==> src/rtl/cursor_square_select.sv <==
// Cursor-to-square mapping, button debounce and two-click source/destination select with a
// held move request. Optional macro RIGHT_CANCEL_EN adds a debounced right button that cancels a selection.
module cursor_square_select #(
    parameter int BOARD_X0   = 80,
    parameter int BOARD_Y0   = 0,
    parameter int SQ_SIZE    = 60,
    parameter int DEB_FRAMES = 3
) (
    input  logic       frame_clk,
    input  logic       Reset,
    input  logic [9:0] cursor_x,
    input  logic [9:0] cursor_y,
    input  logic       btn_left,
`ifdef RIGHT_CANCEL_EN
    input  logic       btn_right,
`endif
    input  logic       move_ack,
    output logic       hover_valid,
    output logic [5:0] hover_sq,
    output logic       sel_valid,
    output logic [5:0] sel_sq,
    output logic       move_valid,
    output logic [5:0] move_src,
    output logic [5:0] move_dst
);

    // state   | meaning
    // IDLE    | nothing selected, waiting for a source click
    // SRC     | source square held in sel_sq, waiting for a destination click
    // PEND    | move request presented, waiting for move_ack
    typedef enum logic [1:0] {ST_IDLE, ST_SRC, ST_PEND} state_t;

    localparam logic [10:0] BOARD_SPAN = 11'(8 * SQ_SIZE);
    localparam logic [3:0]  DEB_LAST   = 4'(DEB_FRAMES - 1);

    state_t state;

    function automatic logic [2:0] sq_index(input logic [10:0] d);
        logic [2:0] n;
        n = 3'd0;
        for (int k = 1; k < 8; k++) begin
            if (d >= 11'(k * SQ_SIZE))
                n = n + 3'd1;
        end
        return n;
    endfunction

    logic [10:0] dx, dy;
    logic        on_board;

    // Bit 10 of the 11-bit difference flags a cursor left of / above the board origin.
    assign dx       = {1'b0, cursor_x} - 11'(BOARD_X0);
    assign dy       = {1'b0, cursor_y} - 11'(BOARD_Y0);
    assign on_board = !dx[10] && (dx < BOARD_SPAN) && !dy[10] && (dy < BOARD_SPAN);

    always_ff @(posedge frame_clk or posedge Reset) begin
        if (Reset) begin
            hover_valid <= 1'b0;
            hover_sq    <= 6'd0;
        end else begin
            hover_valid <= on_board;
            if (on_board)
                hover_sq <= {sq_index(dy), sq_index(dx)};
        end
    end

    logic       btn_db_l;
    logic [3:0] cnt_l;
    logic       click_l;

    assign click_l = btn_left && !btn_db_l && (cnt_l == DEB_LAST);

    always_ff @(posedge frame_clk or posedge Reset) begin
        if (Reset) begin
            btn_db_l <= 1'b0;
            cnt_l    <= 4'd0;
        end else if (btn_left != btn_db_l) begin
            if (cnt_l == DEB_LAST) begin
                btn_db_l <= btn_left;
                cnt_l    <= 4'd0;
            end else begin
                cnt_l <= cnt_l + 4'd1;
            end
        end else begin
            cnt_l <= 4'd0;
        end
    end

    logic cancel;

`ifdef RIGHT_CANCEL_EN
    logic       btn_db_r;
    logic [3:0] cnt_r;

    assign cancel = btn_right && !btn_db_r && (cnt_r == DEB_LAST);

    always_ff @(posedge frame_clk or posedge Reset) begin
        if (Reset) begin
            btn_db_r <= 1'b0;
            cnt_r    <= 4'd0;
        end else if (btn_right != btn_db_r) begin
            if (cnt_r == DEB_LAST) begin
                btn_db_r <= btn_right;
                cnt_r    <= 4'd0;
            end else begin
                cnt_r <= cnt_r + 4'd1;
            end
        end else begin
            cnt_r <= 4'd0;
        end
    end
`else
    assign cancel = 1'b0;
`endif

    always_ff @(posedge frame_clk or posedge Reset) begin
        if (Reset) begin
            state      <= ST_IDLE;
            sel_valid  <= 1'b0;
            sel_sq     <= 6'd0;
            move_valid <= 1'b0;
            move_src   <= 6'd0;
            move_dst   <= 6'd0;
        end else begin
            case (state)
                ST_IDLE: begin
                    if (click_l && hover_valid) begin
                        state     <= ST_SRC;
                        sel_sq    <= hover_sq;
                        sel_valid <= 1'b1;
                    end
                end
                ST_SRC: begin
                    // A cancel press outranks a simultaneous left click.
                    if (cancel) begin
                        state     <= ST_IDLE;
                        sel_valid <= 1'b0;
                    end else if (click_l) begin
                        if (hover_valid && (hover_sq != sel_sq)) begin
                            state      <= ST_PEND;
                            move_src   <= sel_sq;
                            move_dst   <= hover_sq;
                            move_valid <= 1'b1;
                        end else begin
                            state     <= ST_IDLE;
                            sel_valid <= 1'b0;
                        end
                    end
                end
                ST_PEND: begin
                    if (move_ack) begin
                        state      <= ST_IDLE;
                        move_valid <= 1'b0;
                        sel_valid  <= 1'b0;
                    end
                end
                default: begin
                    state      <= ST_IDLE;
                    sel_valid  <= 1'b0;
                    move_valid <= 1'b0;
                end
            endcase
        end
    end

endmodule

==> config.mk <==
export PLATFORM = sky130hd
export DESIGN_NAME = cursor_square_select
export DESIGN_NICKNAME = d
export VERILOG_FILES = /design/src/rtl/cursor_square_select.sv
export SDC_FILE = /design/constraint.sdc
export NUM_CORES = 1
export LEC_CHECK = 0
export ABC_AREA = 0
export CORE_ASPECT_RATIO = 0.6
export CORE_MARGIN = 2
export CORE_UTILIZATION = 56
export DETAILED_ROUTE_END_ITERATION = 10
export MAX_ROUTING_LAYER = met4
export PLACE_DENSITY = 0.86
export SYNTH_ARGS = -nofsm -noshare
export SYNTH_HDL_FRONTEND = slang
export SYNTH_SLANG_ARGS = --single-unit
==> constraint.sdc <==
create_clock -name frame_clk -period 3.55 [get_ports frame_clk]
set_input_delay 0.355 -clock frame_clk [delete_from_list [all_inputs] [get_ports frame_clk]]
set_output_delay 0.355 -clock frame_clk [all_outputs]
set_load 0.005 [all_outputs]
==> results of run 1 <==
repair_timing:
item	CTS
gates resized for setup	68
buffers inserted	19
pin swaps	35
setup endpoints to repair	4
metrics by stage:
stage | hold WS, ps | setup TNS (ps) | cell area (sq um)
after CTS | 501 | -782 | 4020
after global placement | 484 | -2690 | 3630
after floorplan | 457 | -499 | 2650
after detailed placement | 495 | -3880 | 3630
synth_stat cells (all sizes together) (2+ instances only):
library cell / number / share of area [%]
a21boi: 2 / 0.59
a21o: 3 / 0.88
a21oi: 9 / 1.8
a31o: 2 / 0.69
a31oi: 2 / 0.49
and2: 3 / 0.73
clkbuf: 3 / 0.44
dfrtp: 34 / 33
ha: 18 / 8.8
inv: 14 / 2.1
mux2: 20 / 8.8
mux2i: 5 / 2.0
nand2: 25 / 3.7
nand2b: 2 / 0.49
nand3: 4 / 0.78
nor2: 21 / 3.1
nor2b: 8 / 2.0
nor3: 6 / 1.4
nor3b: 4 / 1.2
o211ai: 3 / 1.1
o21a: 6 / 1.8
o21ai: 19 / 3.7
o21bai: 2 / 0.59
o22ai: 2 / 0.49
o31ai: 2 / 0.78
or3: 4 / 1.2
xnor2: 17 / 6.4
xor2: 12 / 4.1
logic make-up after synthesis:
kind of cell	synth area share, %
DFF	33.3
muxes	10.8
adders and majority gates	8.81
and+or+nand+nor	16.0
AOI/OAI and AO/OA	17.1
xor gates and xnor gates	11.4
buffers and inverters	2.69
routing by layer:
| metal | GRT usage [%] | overflow |
|---|---|---|
| met3 | 39.5 | 1 |
| met5 | - | - |
| met1 | 71.1 | 0 |
| met4 | 81.6 | 42 |
| met2 | 91.6 | 59 |
==> qor.yml, run 1 <==
status:
  status: "stopped before the end"
  haltStage: "global routing (5_1_grt)"
  tool.error: "[ERROR GRT-0232] Routing congestion too high. Check the congestion heatmap in the GUI."
clock_tree:
  cts_made_buffers: 5
  clockBufferDepth: 2
  cts_hold_buffers: 0
  clock-root-buffer: "clkbuf_8"
  cts.sinks: 34
  htree_levels: 2
logic_synthesis:
  yosysSeqAreaShare_pct: 33.3
  syn_inst: 268
  netlist_area_sq_mm: 0.00256
  synth-edff-count: 0
  synth-main-ff-cell: "dfrtp_1"
  avgSynthCellArea_sq_um: 9.54
  synthArstFlopShare_pct: 100
  synthDistinctLibCells: 52
  synth_warnings: 0
  ys_ff_latch: 34
  synth_nets: 310
placement:
  routabilityCongestion: 0.925
  placed_cells: 432
  place_ws_ps: -1340
  dpl.hpwl_mm: 5.89
  port_buffers: 48
timing:
  grt_worst_setup_endpoint: "hover_sq[2]$_DFFE_PP0P_/D"
  worstEpCategory: "register input"
floorplan:
  boundaryPins: 51
  fp.dieW_um: 91.2
  dieHeight_um: 56.3
  num_rows: 18
  start_util_pct: 60.4
global_routing:
  grt_max_degree: 25
  overflow: 102
  grtUsageTotal_pct: 71.3
==> inputs of run 2 (changes only) <==
CORE_ASPECT_RATIO = default   (was 0.6)
CORE_UTILIZATION = 40   (was 56)
MAX_ROUTING_LAYER = default   (was met4)
PLACE_DENSITY = default   (was 0.86)
PLACE_DENSITY_LB_ADDON = 0.15   (was default)
==> qor.yml, run 2 <==
status:
  status: "finished, violations left"
  violations: "negative setup slack"
clock_tree:
  cts.sinks: 34  # unchanged
  htree_levels: 2  # unchanged
  cts_made_buffers: 5  # unchanged
  clock-root-buffer: "clkbuf_8"
  cts_tree: "done"
  clk_latency_ps: 280
  cts_hold_buffers: 0  # unchanged
  clk_pin_slew_worst_paths_ps: 70
  clockBufferDepth: 2  # unchanged
timing:
  tightest_slew_ps: 461
  hold_ws_ps: 459
  finalMaxSlewViolations: 0
  relSlewSlack_pct: 69.2
  finalSetupViolCount: 2
  layout_setup_ws_ps: -187
  fmax_ghz: 0.268
  rsz0062_at_grt: "yes"
  clock_skew_ps: 4.75
  min_period_ps: 3740
  period_share_pct: 105
  finalHoldViolations: 0
  fin_tns_setup_ps: -221
routing:
  antenna_left: 0
  drtIter0Drc: 41
  drc_errors: 0
  vias: 2347
  drt-total-wl_mm: 5.75
  wl_per_cell_um: 12.1
  dr.pass1.iters: 6
  via_per_inst: 4.93
placement:
  routabilityCongestion: 0.799  # -14%
  placed_cells: 459  # +6.3%
  dpl.hpwl_mm: 4.54  # -23%
  port_buffers: 48  # unchanged
logic_synthesis:
  synth_nets: 310  # unchanged
  synth.largest_area_cell: "dfrtp_1"
  synth-main-ff-cell: "dfrtp_1"
  syn_inst: 268  # unchanged
  synth.top_cells.by_count: "dfrtp_1 (34), nand2_1 (25), nor2_1 (21)"
  synth_most_common_cell: "dfrtp_1"
  ys_ff_latch: 34  # unchanged
  yosysSeqAreaShare_pct: 33.3  # unchanged
  synth_warnings: 0  # unchanged
  ys_top_cells_by_area: "dfrtp_1 (33%), ha_1 (8.8%), mux2_2 (8.8%)"
  netlist_area_sq_mm: 0.00256  # unchanged
  synth-edff-count: 0  # unchanged
  synthDistinctLibCells: 52  # unchanged
  avgSynthCellArea_sq_um: 9.54  # unchanged
  synth_top_area_share_pct: 33.3  # unchanged
  synthArstFlopShare_pct: 100  # unchanged
layout:
  drive_above_1_share_pct: 40.6
  final_common_cell: "buf_4"
  diodes: 0
  area_delta_synth_final_pct: 58.0
  final_cell_mix: "buf_4 (79), clkdlybuf4s50_1 (35), dfrtp_1 (34), nand2_1 (22)"
  final_util_pct: 64.3
  final_cell_count_no_fill: 476
  num-nets-final: 440
global_routing:
  antenna_found_initial: 0
  grt_pass1_vias: 2220
  grt_first_pass_wirelength_mm: 9.91
  overflow: 0
  grtUsageTotal_pct: 16.9
  grt_max_degree: 35
floorplan:
  core_sq_mm: 0.00628
  dieHeight_um: 83.9  # +49%
  start_util_pct: 40.7  # -20 points
  dieArea_sq_mm: 0.00705
  boundaryPins: 51  # unchanged
  num_rows: 29  # +11
  fp.dieW_um: 83.9  # -8.0%
critical_path:
  cp_data_arrival_time_ps: 3900
  r2r_cells: 9
  required_ps: 3720
  crit_type: "primary input to flop"
  crit_path_end_kind: "flop"
  startpoint_type: "primary input"
  reg2reg_to: "move_dst[3]"
  reg2reg_from: "cnt_l[0]"
  critical_path.startpoint: "cursor_x[5]"
  worstPathMaxFanout: 4
  r2r_setup_slack_ps: 1010
power_and_ir_drop:
  p_leak_nw: 1.87
  worst_ir_drop_vdd_v: 0.000410
  powerDensity_mw_per_mm2: 440
flow_run:
  maxCapViolations: 0
hold_path:
  min_path_type: "primary input to asynchronous set/reset pin"
-- run 2: cell counts after synthesis --
No cell type changed its count.
-- run 2: area by class of cell --
type	count	area [sq um]
Sequential cell	34	851
Fill cell	549	2240
Inverter	14	72.6
Multi-Input combinational cell	216	1850
Clock buffer	8	110
Timing Repair Buffer	127	1060
Tap cell	77	96.3
-- run 2: how the worst max path moves through the flow --
| stage | depth (start not counted) | endpoint | slack, ps |
|---|---|---|---|
| after floorplan | 20 | hover_sq[2] | -340 |
| after global placement | 20 | hover_sq[2] | -870 |
| after detailed placement | 20 | hover_sq[2] | -1020 |
| after CTS | 21 | hover_sq[2] | -430 |
| after global routing | 18 | hover_sq[2] | -410 |
| final | 20 | hover_sq[2] | -190 |
-- run 2: worst max-delay path, cell delays in order --
cell and delay, ps:
buf_12 110, inv_12 40, ha_4 140, nor2b_4 50, o21a_4 220, or3_4 400, nor3_4 210, ha_4 250
xor2_1 160, ha_1 320, xnor2_2 140, xnor2_1 140, o21ai_1 160, ha_2 220, o21ai_2 60, o2bb2ai_2 130
xnor2_1 140, xnor3_1 420, xnor2_1 160, o21ai_1 70
-- run 2: per-stage QoR --
| stage | setup slack [ps] | power (mW) | instance area [sq um] |
|---|---|---|---|
| floorplan | -336 | 1.03 | 2650 |
| global placement | -871 | 1.37 | 3730 |
| global route | -407 | 1.91 | 4040 |
| finish | -187 | 1.78 | 4040 |
| CTS | -433 | 1.75 | 3960 |
| detailed placement | -1020 | 1.40 | 3730 |
-- run 2: timing repair --
| action | in CTS | in global routing |
|---|---|---|
| endpoints found under the setup margin | 4 | 4 |
| buffers inserted | 7 | 3 |
| resized for setup | 48 | 29 |
| pin swaps | 27 | 25 |
-- run 2: kinds of logic after synthesis --
group / Yosys count / synth area share, %
XOR/XNOR: 30 / 11.4
buffers and inverters: 18 / 2.69
flip-flops: 34 / 33.3
AND/OR/NAND/NOR: 82 / 16.0
multiplexers: 25 / 10.8
AO/OA/AOI/OAI: 61 / 17.1
adder cells (fa/ha/maj): 18 / 8.81
-- run 2: per-layer routing --
metal / share of wire (%) / GRT usage [%] / up-vias / wire, um
met4: 1.0 / 4.40 / 0 / 58
met5: 0 / 0 / - / 0
met3: 3.5 / 2.87 / 5 / 202
met1: 46 / 21.9 / 1091 / 2660
met2: 49 / 29.2 / 45 / 2830
li1: - / - / 1206 / -
-- run 2: power breakdown --
group	switching [mW]	internal (mW)
Sequential	0.101	0.475
Clock	0.136	0.196
Combinational	0.352	0.517
(Power assumes the default switching activity.)
==> inputs of run 3 (changes only) <==
ABC_AREA = default   (was 0)
==> results of run 3 <==
The final DEF is identical to that of run 2; final timing and power are the same.
==> RTL edit 1: new RTL, config.mk and constraints of run 3 <==
One comparison of `cnt_l` changes from == to >=.
--- a/src/rtl/cursor_square_select.sv
+++ b/src/rtl/cursor_square_select.sv
@@ -70,3 +70,3 @@
 
-    assign click_l = btn_left && !btn_db_l && (cnt_l == DEB_LAST);
+    assign click_l = btn_left && !btn_db_l && (cnt_l >= DEB_LAST);
 
Behaviour: no difference found for any inputs over 10 cycles, from zero or initial values and one cycle with Reset high; that may be too few to reach the edited logic, so the function may still have changed.
==> RTL edit 1 against run 3 <==
The flow still finishes with violations (setup timing); largest power group unchanged; power increased by 8.4%; sequential power up 8.2%; register-to-register slack gained 140 ps; area after synthesis rose by 2.4%; non-clock buffer count shrank 3; critical path type unchanged; sequential cell count is the same; utilization down 0.16 points; routed wire length increased by 9.9%; setup slack got worse by 460 ps; die area increased by 2.3%; cell area grew 0.90%.
==> RTL edit 1: results (changes against run 3) <==
Yosys
  • Unique masters post-synth: 58 (+12%)
  • Seq/Total Area, Yosys: 0.325 (-0.00795)
  • Top cells by area, synth: dfrtp_1, mux2_2, ha_1, xnor2_1, xor2_1
  • Top post-synthesis cells by count: dfrtp_1, mux2_2, ha_1

Global route
  • Largest net degree at the start of global routing: 35 (unchanged)
  • Vias in the first global route: 2,467 (+11%)
  • Grt met1 use: 0.213 (-0.00671)
  • Gr usage total: 0.183 (+0.0138)
  • M3 GR Usage: 0.0302 (+0.00147)
  • Grt met2 use: 0.341 (+0.0498)
  • First-pass GRT wire length: 10,900 microns (+10%)

Drt
  • Detailed Routing Iterations Pass 1: 4 (-2)
  • Vias per cell: 5.22 (+5.8%)
  • DRC violation total after the first TritonRoute iteration: 50 (+22%)
  • Wirelength per Cell: 13.6 microns (+12%)

STA
  • Slew HR: 0.311 (-0.381)
  • Final worst-path setup slack: -650 ps (-463 ps)
  • Clock skew: 6.53 ps (+1.78 ps)
  • Final setup fails: 2 (unchanged)

Power and ir drop
  • Maximum vdd drop: 0.332 mV (-19%)
  • LEAKAGE: 1.91 nW (+1.8%)

Critical path
  • Slowest stage delay, CP: 360 ps (-60 ps)
  • Crit-path max FO: 3 (-1)
  • Crit-path leading delay family: adder cells
  • Worst path arrival time: 4410 ps (+510 ps)
  • Slowest cell on the critical path: or3_4

Layout
  • Layout cells sized above 1: 0.410 (+0.00378)
  • Layout Nets: 429 (-2.5%)
  • Final cell count without fillers: 465 (-2.3%)

Placement
  • Placed Instances: 437 (-4.8%)
  • Post-DP Area: 0.00369 sq mm (-1.1%)
  • DPL Wire Length: 4810 microns (+6.1%)

Status
  • Outcome: finished, violations left
  • Failing checks: setup timing
-- RTL edit 1: worst reg2reg max path: cells and delay by family, from the launching register on --
| family | cells | cell delay (ps) |
|---|---|---|
| DFF | 1 | 400 |
| muxes | 1 | 370 |
| adders and majority gates | 1 | 210 |
| buffers and inverters | 1 | 60 |
| AOI/OAI and AO/OA | 1 | 890 |
| and+or+nand+nor | 1 | 360 |
-- RTL edit 1: cell type report --
class / instances / area, sq um
Inverter: 12 / 50.0
Fill cell: 529 / 2270
Timing Repair Buffer: 124 / 1050
Clock buffer: 6 / 82.6
Tap cell: 77 / 96.3
Sequential cell: 34 / 851
Clock inverter: 2 / 12.5
Multi-Input combinational cell: 210 / 1930
-- RTL edit 1: power breakdown --
part           switching, mW  internal [mW]  leakage [nW]
logic                  0.392          0.619          1.42
registers              0.124          0.499         0.444
clock network          0.138          0.156        0.0472
-- RTL edit 1: repair_timing --
action / 4_1_cts / 5_1_grt
hold buffers: 0 / 0
buffers inserted: 16 / 4
endpoints found under the hold margin: 0 / 0
endpoints found under the setup margin: 5 / 4
pin swaps: 25 / 12
gates resized for setup: 60 / 23
cloned: 0 / 0
-- RTL edit 1: path summary, 6_finish.rpt --
check / endpoint / slack (ps) / start / depth (start not counted)
worst min-delay path: cnt_l[2] / 460 / Reset / 3
worst max register to register: move_dst[0] / 1150 / cnt_l[0] / 5
min in group frame_clk: move_src[1] / 510 / move_src[1] / 1
worst max-delay path: hover_sq[2] / -650 / cursor_x[4] / 23
max in group asynchronous: sel_sq[0] / 2780 / Reset / 3
worst min register to register: move_src[1] / 510 / move_src[1] / 1
-- RTL edit 1: cells by family (layout without fill, tap and decap cells) --
kind of cell / Yosys count / after routing / share of synthesized area
simple gates: 79 / 79 / 0.166
buf+inv: 19 / 144 / 0.0334
flops: 34 / 34 / 0.325
mux: 27 / 27 / 0.114
xor+xnor: 26 / 26 / 0.106
fa+ha+maj: 18 / 18 / 0.0860
compound gates: 60 / 60 / 0.170
-- RTL edit 1: routing by layer --
layer | up-vias | wire length (microns)
met1 | 1165 | 2640
met5 | - | 0
met4 | 0 | 49
li1 | 1208 | -
met2 | 46 | 3430
met3 | 6 | 198
-- RTL edit 1: through the flow --
| stage | hold WS (ps) | util | setup TNS, ps | worst slack, ps |
|---|---|---|---|---|
| after global placement | 489 | 0.581 | -4630 | -1630 |
| after floorplan | 465 | - | -2470 | -1310 |
| after detailed placement | 496 | 0.581 | -5100 | -1800 |
| final | 456 | 0.642 | -1090 | -650 |
| after CTS | 472 | 0.625 | -1100 | -619 |
| after global routing | 508 | 0.642 | -1540 | -915 |
==> RTL edit 2: new RTL, config.mk and constraints of run 3 <==
Made on the original files. Build with the macro `RIGHT_CANCEL_EN` defined.
--- a/src/rtl/cursor_square_select.sv
+++ b/src/rtl/cursor_square_select.sv
@@ -2,2 +2,4 @@
 // held move request. Optional macro RIGHT_CANCEL_EN adds a debounced right button that cancels a selection.
+`define RIGHT_CANCEL_EN
+
 module cursor_square_select #(
Interface: changed (added btn_right); port bits go from 51 to 52. No check against the original RTL was run, so the function may have changed too.
==> RTL edit 2 against run 3 <==
Routed wire length increased by 18%; sequential cell count grew 5; power rose by 8.4%; worst hold slack improved by 27 ps; global-route usage is 0.51 points higher; clock skew grew 2.2 ps; clock power shrank 9.4%; via count increased by 12%; non-clock buffer count fell by 3; setup slack improved by 240 ps; area after synthesis grew 12%; cell area is 7.0% higher; maximum frequency up 6.9%; cell count is 9.2% higher; critical path type unchanged; largest cell class unchanged.
==> RTL edit 2: results (changes against run 3) <==
Critical path
  • R2R setup slack: 1010 ps (about the same)
  • Worst path arrival time: 3730 ps (-170 ps)
  • R2R cell count: 9 (unchanged)
  • Crit-path max FO: 5 (+1)
  • Slowest cell on the critical path: or3_4
  • Slowest stage delay, CP: 340 ps (-80 ps)
  • Crit-path leading delay family: adder cells

Yosys
  • Cell taking the most area after synthesis: dfrtp_1
  • Unique masters post-synth: 56 (+7.7%)
  • Synth Area in XOR/XNOR: 0.107 (-0.00712)
  • Top cells by area, synth: dfrtp_1, ha_1, mux2_2, xor2_1, nand2_1
  • Top post-synthesis cells by count: dfrtp_1, nand2_1, nor2_1
  • Seq/Total Area, Yosys: 0.342 (+0.00896)
  • Post-synthesis compound-gate area fraction: 0.169 (-0.00212)
  • Ys async rst share: 1.00 (unchanged)
  • Synth warn: 0 (unchanged)
  • Proportion of synthesized area in mux cells: 0.0872 (-0.0205)
  • Adder and majority gate portion of the synthesized area: 0.0876 (-0.000463)
  • Mapped Avg Cell Area: 9.58 sq um (+0.45%)
  • Post-Syn Nets: 343 (+11%)

Clock network
  • Worst-Skew Late Latency: 300 ps (+20 ps)
  • Worst-path clk slew: roughly 80 ps
  • H-tree Lvls: 2 (unchanged)
  • Bufs on Longest Clock Path: 2 (unchanged)
  • CTS buffer count: 5 (unchanged)
  • Clock Tree Root: clkbuf_8

Global route
  • Initial antenna violation count: 0 (unchanged)
  • Gr usage total: 0.174 (+0.00511)
  • Vias in the first global route: 2,546 (+15%)
  • Largest net degree at the start of global routing: 40 (+14%)
  • First-pass GRT wire length: 10,900 microns (+10%)

Layout
  • Antenna Cells: 0 (unchanged)
  • Fillers: 591 (+7.7%)
  • Final cell count without fillers: 520 (+9.2%)
  • Layout cells sized above 1: 0.377 (-0.0287)
  • Layout Nets: 468 (+6.4%)

Power and ir drop
  • LEAKAGE: 2.00 nW (+6.9%)
  • Maximum vdd drop: 0.168 mV (-59%)

Drt
  • Vias per cell: 5.05 (+2.4%)
  • Final Routed Wirelength: 6770 microns (+18%)
  • Detailed Routing Iterations Pass 1: 4 (-2)
  • DRC violation total after the first TritonRoute iteration: 104 (+150%)

Min path
  • Hold Path Class: in2async

Placement
  • Placer Congestion: 0.848 (+6.2%)
  • PortBufs: 49 (+2.1%)
  • DPL Wire Length: 5060 microns (+12%)
  • Post-DP Area: 0.00398 sq mm (+6.7%)
  • Placed Instances: 501 (+9.2%)

STA
  • Slew HR: 0.503 (-0.189)
  • Max-slew violations: 0 (unchanged)
  • Clock skew: 6.91 ps (+2.16 ps)
  • Final hold violation count: 0 (unchanged)

Status
  • Outcome: finished, final reports clean
RTL edit 2: cell types whose count changed in the layout (fill, tap and decap cells not counted), moves of 4 or more:
cell,run 3,this run
nand4_1,0,4
buf_4,79,74
dlymetal6s2s_1,0,4
nor2b_1,7,3
dfrtp_1,34,39
nor3_1,3,7
nand2b_1,2,8
RTL edit 2: per-stage QoR:
stage	hold WS, ps	setup TNS, ps	util	setup slack, ps
2_1_floorplan	459	-47.2	-	-47.2
3_3_place_gp	481	-2220	0.580	-589
3_5_place_dp	495	-2580	0.580	-724
4_1_cts	506	0	0.597	1.87
5_1_grt	528	-132	0.629	-46.1
6_report	486	0	0.629	53.3
RTL edit 2: per-layer routing:
metal / global-route usage / share of wire
met1: 0.207 / 0.43
met2: 0.316 / 0.52
met3: 0.0280 / 0.040
met4: 0.0634 / 0.014
met5: 0 / 0
RTL edit 2: final timing paths:
kind	endpoint	start
worst max-delay path	hover_sq[2]	cursor_x[4]
worst min-delay path	move_dst[5]	Reset
worst max register to register	move_src[5]	cnt_r[0]
worst min register to register	cnt_r[0]	cnt_r[0]
max in group asynchronous	cnt_r[2]	Reset
min in group frame_clk	cnt_r[0]	cnt_r[0]
RTL edit 2: what timing repair did:
item                       CTS  global route
setup endpoints to repair    4             4
pin swaps                   12            16
gates cloned                 0             0
buffers inserted             4             7
gates resized for setup     24            53
RTL edit 2: cell type report:
type                       count  area share
multi-input combinational    235       0.465
timing repair buffer         124       0.244
sequential                    39       0.226
tap                           96      0.0278
inverter                      18      0.0168
clock buffer                   5      0.0159
clock inverter                 3     0.00463
RTL edit 2: report_power, final:
group | internal (mW) | switching (mW) | total (mW)
logic | 0.554 | 0.401 | 0.955
clock network | 0.137 | 0.164 | 0.300
registers | 0.551 | 0.120 | 0.671
